### src/rtl/ai_paddle_pkg.sv
// Shared game constants for the ping-pong court, plus the per-frame
// snapshot record the top paddle tracks against.
package ai_paddle_pkg;

  // Court bounds shared by the ball and the paddles
  localparam int COURT_X_MIN   = 51;
  localparam int COURT_X_MAX   = 108;

  // Paddle geometry: 8 px wide, 2 rows tall, walked pixel by pixel
  localparam int PADDLE_W      = 8;
  localparam int PADDLE_H      = 2;
  localparam int PADDLE_PIXELS = PADDLE_W * PADDLE_H;

  // Colour constants
  localparam logic [2:0] COLOR_BLACK = 3'b000;
  localparam logic [2:0] COLOR_WHITE = 3'b111;

  // Ball state frozen at frame start so mid-frame ball updates are ignored
  typedef struct packed {
    logic [7:0] ball_x;
    logic       ball_y_dir;
    logic       hard;
  } ball_snap_t;

endpackage

### src/rtl/ai_paddle_tracker.sv
// Combinational tracking decision: picks the target column, then steps the
// paddle left edge by at most one pixel toward it, clamped to the court.
module paddle_tracker
  import ai_paddle_pkg::*;
#(
  parameter int X_MIN  = COURT_X_MIN,
  parameter int X_MAX  = COURT_X_MAX,
  parameter int HOME_X = 76
) (
  input  logic [7:0] x_cur_i,
  input  ball_snap_t snap_i,
  input  logic       skip_i,
  output logic [7:0] x_next_o
);

  logic [8:0] target;
  logic [8:0] pc;
  logic       step_en;

  // Compare target against paddle centre in 9 bits so ball_x+2 cannot wrap
  always_comb begin
    target   = snap_i.ball_y_dir ? 9'(HOME_X + 4)
                                 : ({1'b0, snap_i.ball_x} + 9'd2);
    pc       = {1'b0, x_cur_i} + 9'd4;
    step_en  = snap_i.hard | ~skip_i;
    x_next_o = x_cur_i;
    if (step_en) begin
      if ((target > pc) && (x_cur_i < 8'(X_MAX - (PADDLE_W - 1)))) begin
        x_next_o = x_cur_i + 8'd1;
      end else if ((target < pc) && (x_cur_i > 8'(X_MIN))) begin
        x_next_o = x_cur_i - 8'd1;
      end
    end
  end

endmodule

### src/rtl/ai_paddle_top.sv
// Computer-controlled top paddle. Each frame: erase the old paddle, take one
// tracking step toward the ball, redraw, then pulse done.
module ai_paddle_top
  import ai_paddle_pkg::*;
#(
  parameter int         X_MIN        = COURT_X_MIN,
  parameter int         X_MAX        = COURT_X_MAX,
  parameter int         PADDLE_Y     = 9,
  parameter int         HOME_X       = 76,
  parameter logic [2:0] PADDLE_COLOR = COLOR_WHITE
) (
  input  logic       clk,
  input  logic       reset,
  input  logic       go,
  input  logic       difficulty,
  input  logic [7:0] ball_x,
  input  logic [6:0] ball_y,
  input  logic       ball_x_dir,
  input  logic       ball_y_dir,
  output logic [7:0] x_paddle_top,
  output logic [7:0] x_out,
  output logic [6:0] y_out,
  output logic [2:0] color_out,
  output logic       writeEn,
  output logic       done
);

  typedef enum logic [2:0] {
    S_IDLE,
    S_ERASE,
    S_MOVE,
    S_DRAW,
    S_DONE
  } state_t;

  state_t     state_q, state_d;
  logic [3:0] cnt_q, cnt_d;
  logic [7:0] x_q, x_d;
  logic       skip_q, skip_d;
  ball_snap_t snap_q, snap_d;
  logic [7:0] x_next;
  logic       last_pix;

  // ball_y and ball_x_dir are carried for debug/extension only
  logic unused_ball;
  assign unused_ball = ^{ball_y, ball_x_dir};

  assign last_pix = (cnt_q == 4'(PADDLE_PIXELS - 1));

  paddle_tracker #(
    .X_MIN  (X_MIN),
    .X_MAX  (X_MAX),
    .HOME_X (HOME_X)
  ) u_tracker (
    .x_cur_i  (x_q),
    .snap_i   (snap_q),
    .skip_i   (skip_q),
    .x_next_o (x_next)
  );

  // State register
  always_ff @(posedge clk or posedge reset) begin
    if (reset) begin
      state_q <= S_IDLE;
    end else begin
      state_q <= state_d;
    end
  end

  // Next-state logic; go is only looked at in IDLE
  always_comb begin
    state_d = state_q;
    case (state_q)
      S_IDLE:  if (go) state_d = S_ERASE;
      S_ERASE: if (last_pix) state_d = S_MOVE;
      S_MOVE:  state_d = S_DRAW;
      S_DRAW:  if (last_pix) state_d = S_DONE;
      S_DONE:  state_d = S_IDLE;
      default: state_d = S_IDLE;
    endcase
  end

  // Output decode: pixel strobe only while walking the paddle
  always_comb begin
    writeEn   = 1'b0;
    color_out = COLOR_BLACK;
    done      = 1'b0;
    case (state_q)
      S_ERASE: begin
        writeEn   = 1'b1;
        color_out = COLOR_BLACK;
      end
      S_DRAW: begin
        writeEn   = 1'b1;
        color_out = PADDLE_COLOR;
      end
      S_DONE:  done = 1'b1;
      default: ;
    endcase
  end

  // Datapath next-state: snapshot on go, pixel counter, single MOVE update
  always_comb begin
    cnt_d  = cnt_q;
    x_d    = x_q;
    skip_d = skip_q;
    snap_d = snap_q;
    case (state_q)
      S_IDLE: begin
        if (go) begin
          snap_d.ball_x     = ball_x;
          snap_d.ball_y_dir = ball_y_dir;
          snap_d.hard       = difficulty;
          cnt_d             = 4'd0;
        end
      end
      S_ERASE, S_DRAW: cnt_d = cnt_q + 4'd1;
      S_MOVE: begin
        x_d    = x_next;
        skip_d = ~skip_q;
        cnt_d  = 4'd0;
      end
      default: ;
    endcase
  end

  // Paddle position, pixel counter and skip flag
  always_ff @(posedge clk or posedge reset) begin
    if (reset) begin
      x_q    <= 8'(HOME_X);
      cnt_q  <= 4'd0;
      skip_q <= 1'b0;
    end else begin
      x_q    <= x_d;
      cnt_q  <= cnt_d;
      skip_q <= skip_d;
    end
  end

  // Ball snapshot is pure data and is always rewritten before it is used
  always_ff @(posedge clk) begin
    snap_q <= snap_d;
  end

  assign x_paddle_top = x_q;
  assign x_out        = x_q + {5'd0, cnt_q[2:0]};
  assign y_out        = 7'(PADDLE_Y) + {6'd0, cnt_q[3]};

endmodule

### config.mk
export PLATFORM = sky130hd
export DESIGN_NAME = ai_paddle_top
export DESIGN_NICKNAME = d
export VERILOG_FILES = /design/src/rtl/ai_paddle_pkg.sv /design/src/rtl/ai_paddle_tracker.sv /design/src/rtl/ai_paddle_top.sv
export SDC_FILE = /design/constraint.sdc
export NUM_CORES = 1
export LEC_CHECK = 0
export CAP_MARGIN = 20
export CELL_PAD_IN_SITES_DETAIL_PLACEMENT = 0
export CELL_PAD_IN_SITES_GLOBAL_PLACEMENT = 1
export CORE_MARGIN = 3
export CORE_UTILIZATION = 35
export CTS_CLUSTER_SIZE = 10
export DETAILED_ROUTE_END_ITERATION = 10
export DONT_BUFFER_PORTS = 1
export PLACE_DENSITY_LB_ADDON = 0.1
export RECOVER_POWER = 25
export SYNTH_ARGS = -nofsm -noshare
export SYNTH_HDL_FRONTEND = slang
export SYNTH_HIERARCHICAL = 1
export SYNTH_SLANG_ARGS = --single-unit
### constraint.sdc
create_clock -name clk -period 3.2 [get_ports clk]
set_input_delay 0.64 -clock clk [delete_from_list [all_inputs] [get_ports clk]]
set_output_delay 0.64 -clock clk [all_outputs]
set_load 0.05 [all_outputs]
==> results.yml <==
power_and_ir_drop:
  power_switching_uw: 823
  p_leak_nw: 0.978
  p_int_uw: 883
  switching_share_pct: 48.2
  powerDensity_nw_per_um2: 707
  combinationalPowerShare_pct: 52.4
  peakVddDrop_uv: 579
  pwr-share-clk_pct: 16.0
  p_seq_share_pct: 31.6
worst_setup_path:
  crit-reg2reg-capture: "x_paddle_top[6]"
  path_cells: "ha_1 -> nand2_1 -> xor2_1 -> ha_1 -> a21oi_2 -> o221ai_4 -> inv_2 -> nand3_1 -> or4_1 -> a22o_1 -> mux2_4"
  rr_startpoint: "x_paddle_top[2]"
  cp-start-kind: "flop"
  critPathCaptureType: "flop"
  worst-setup-path-type: "reg2reg"
  crit_fanout: 7
  slowest_stage: "dfstp_2"
  max_stage_delay_ns: 0.62
  ff2ff_setup_slack_ns: 0.20
  required_ns: 3.41
  cp_common_cell: "ha_1"
  r2r_cells: 11
  crit_arrival_ns: 3.21
sta:
  tns_ns: 0
  layout_min_cycle_time_ns: 3.00
  max-slew-margin-rel_pct: 30.6
  worst_pin_slew_ns: 1.04
  drv_slew: 0
  hold_ws_ns: 0.340
  rsz0062_at_grt: "no"
  min_period_over_period_pct: 93.7
  finalHoldViolations: 0
  finClkSkew_ns: 0.0109
  fmax_mhz: 334
  setup_viol: 0
floorplanning:
  die_x_microns: 85.2
  start_util_pct: 36.7
  ios: 49
  num_rows: 28
  die_area_sq_um: 7260
  fp.dieH_microns: 85.2
  core_sq_um: 5990
global_routing:
  grtUsageTotal_pct: 13.4
  grt_max_degree: 17
  grt_pass1_wl_microns: 7860
  grt_antenna_before_repair: 0
  grt_pass1_vias: 1596
  overflow: 0
finish:
  drive_gt1_share_pct: 25.6
  layout.cells.most_common_list: "19 x ha_1, 18 x buf_4, 13 x dfrtp_1"
  mostFrequentLayoutCell: "ha_1"
  seqCellArea_sq_um: 704
  diodes: 0
  fillers: 595
  final_cell_area_sq_um: 2410
  fin_nets: 265
  multiInputGateArea_sq_um: 1370
  area_growth_syn_to_layout_pct: 9.79
routing:
  via_count: 1596
  postRouteAntennaNets: 0
  drtIter0Drc: 89
  drt-total-wl_microns: 4700
  routed_via_density: 5.36
  wire_per_inst_microns: 15.8
  remaining_drc_errors: 0
  wl_met3_microns: 233
  wl_met1_microns: 2180
  dr.pass1.iters: 5
  met2_length_microns: 2230
  top_layer_used: "met4"
yosys:
  synth_fa_ha_area_share_pct: 11.7
  synth_simple_gate_area_share_pct: 19.2
  ys_warn_count: 6
  synth-compound-area-share_pct: 13.2
  synth-edff-count: 10
  synth_top_family_by_area: "simple AND/OR/NAND/NOR gates"
  synth.distinct_cells: 64
  synth-seq-area-share_pct: 32.1
  yosys-mux-area-fraction_pct: 7.92
  dominantRegCellSynth: "dfrtp_1"
  synth_cells: 214
  synth_xor_area_share_pct: 8.37
  syn_area_per_cell_sq_um: 10.3
  netlist_area_sq_um: 2200
  ys_ff_latch: 26
  synthArstFlopShare_pct: 61.5
cts:
  htreeDepth: 1
  cts_buffers: 3
  insertion_delay_ns: 0.27
  hold_buffers: 0
  cts-root-buf: "clkbuf_8"
  cts.sinks: 26
  clk_pin_slew_ns: 0.10
  cts_tree: "built"
  clockBufferDepth: 2
placement:
  placedInstanceArea_sq_um: 2330
  portBuffers: 0
  gp_congestion: 0.872
  dp.final_hpwl_microns: 3780
run:
  drv_cap: 0
min_path:
  hold_class: "in2async"
run_status:
  status: "complete, no violations"
worst max-delay path: cells and delay by family, from the launching register on:
| kind | cells | cell delay (ns) |
|---|---|---|
| mux | 1 | 0.25 |
| compound gates | 3 | 0.52 |
| fa+ha+maj | 2 | 0.61 |
| simple gates | 3 | 0.67 |
| flops | 1 | 0.62 |
| buf+inv | 1 | 0.10 |
| xor+xnor | 1 | 0.16 |
routing by layer:
layer	vias up	global-route usage (%)
li1	773	-
met1	770	18.0
met2	49	22.2
met3	4	3.20
met4	0	2.59
met5	-	0
cell usage after synthesis, types with 5 or more instances:
cell type | instances | area [sq um]
buf_4 | 10 | 75.1
dfrtp_1 | 13 | 325
edfxtp_1 | 10 | 300
ha_1 | 19 | 238
inv_1 | 8 | 30.0
mux2_4 | 8 | 120
nand2_1 | 12 | 45.0
nand3_1 | 10 | 50.1
nand4_1 | 8 | 50.1
nor2_1 | 11 | 41.3
nor3_1 | 5 | 25.0
xnor2_1 | 11 | 96.3
xor2_1 | 10 | 87.6
cells by family after synthesis:
| group | Yosys count |
|---|---|
| AOI/OAI and AO/OA | 32 |
| xor gates and xnor gates | 21 |
| adders and majority gates | 20 |
| buffers and inverters | 27 |
| DFF | 26 |
| muxes | 13 |
| other | 2 |
| and+or+nand+nor | 73 |
power by group through the flow:
stage	clock, mW	combinational, mW	sequential (mW)
floorplan	0	0.804	0.517
global placement	0	0.874	0.541
detailed placement	0	0.891	0.548
CTS	0.284	0.897	0.542
global route	0.297	0.969	0.557
finish	0.274	0.894	0.538
sequential cells by signal (all words and copies together) (netlist names):
name,flops
snap_q,10
x_paddle_top,8
cnt_q,4
state_q,3
skip_q,1
stage by stage:
stage | setup slack (ns) | utilization [%] | instances | power (mW)
after CTS | 0.205 | 40.2 | 298 | 1.72
after global routing | 0.0486 | 40.3 | 298 | 1.82
after global placement | 0.224 | 39.0 | 294 | 1.42
after detailed placement | 0.217 | 39.0 | 294 | 1.44
final | 0.202 | 40.3 | 298 | 1.71
after floorplan | 0.105 | - | 217 | 1.32
how the worst max path moves through the flow:
stage	start	endpoint	slack (ns)	cells after the start
floorplan	x_paddle_top[5]	x_paddle_top[6]	0.10	12
global placement	x_paddle_top[2]	x_paddle_top[6]	0.22	11
detailed placement	x_paddle_top[2]	x_paddle_top[6]	0.22	11
CTS	x_paddle_top[2]	x_paddle_top[6]	0.20	11
global route	x_paddle_top[2]	x_paddle_top[1]	0.05	11
finish	x_paddle_top[2]	x_paddle_top[6]	0.20	11
area by class of cell:
type	count	area share [%]
well taps	75	3.89
inverters	11	1.76
repair buffers	18	5.60
clock buffers	3	1.71
multi-input cells	164	56.6
clock inverters	1	1.24
flip-flops and latches	26	29.2
what timing repair did:
item,4_1_cts,5_1_grt
setup buffers,0,0
endpoints found under the setup margin,0,2
gates resized for setup,0,1
Power figures use the tool's default switching activity.
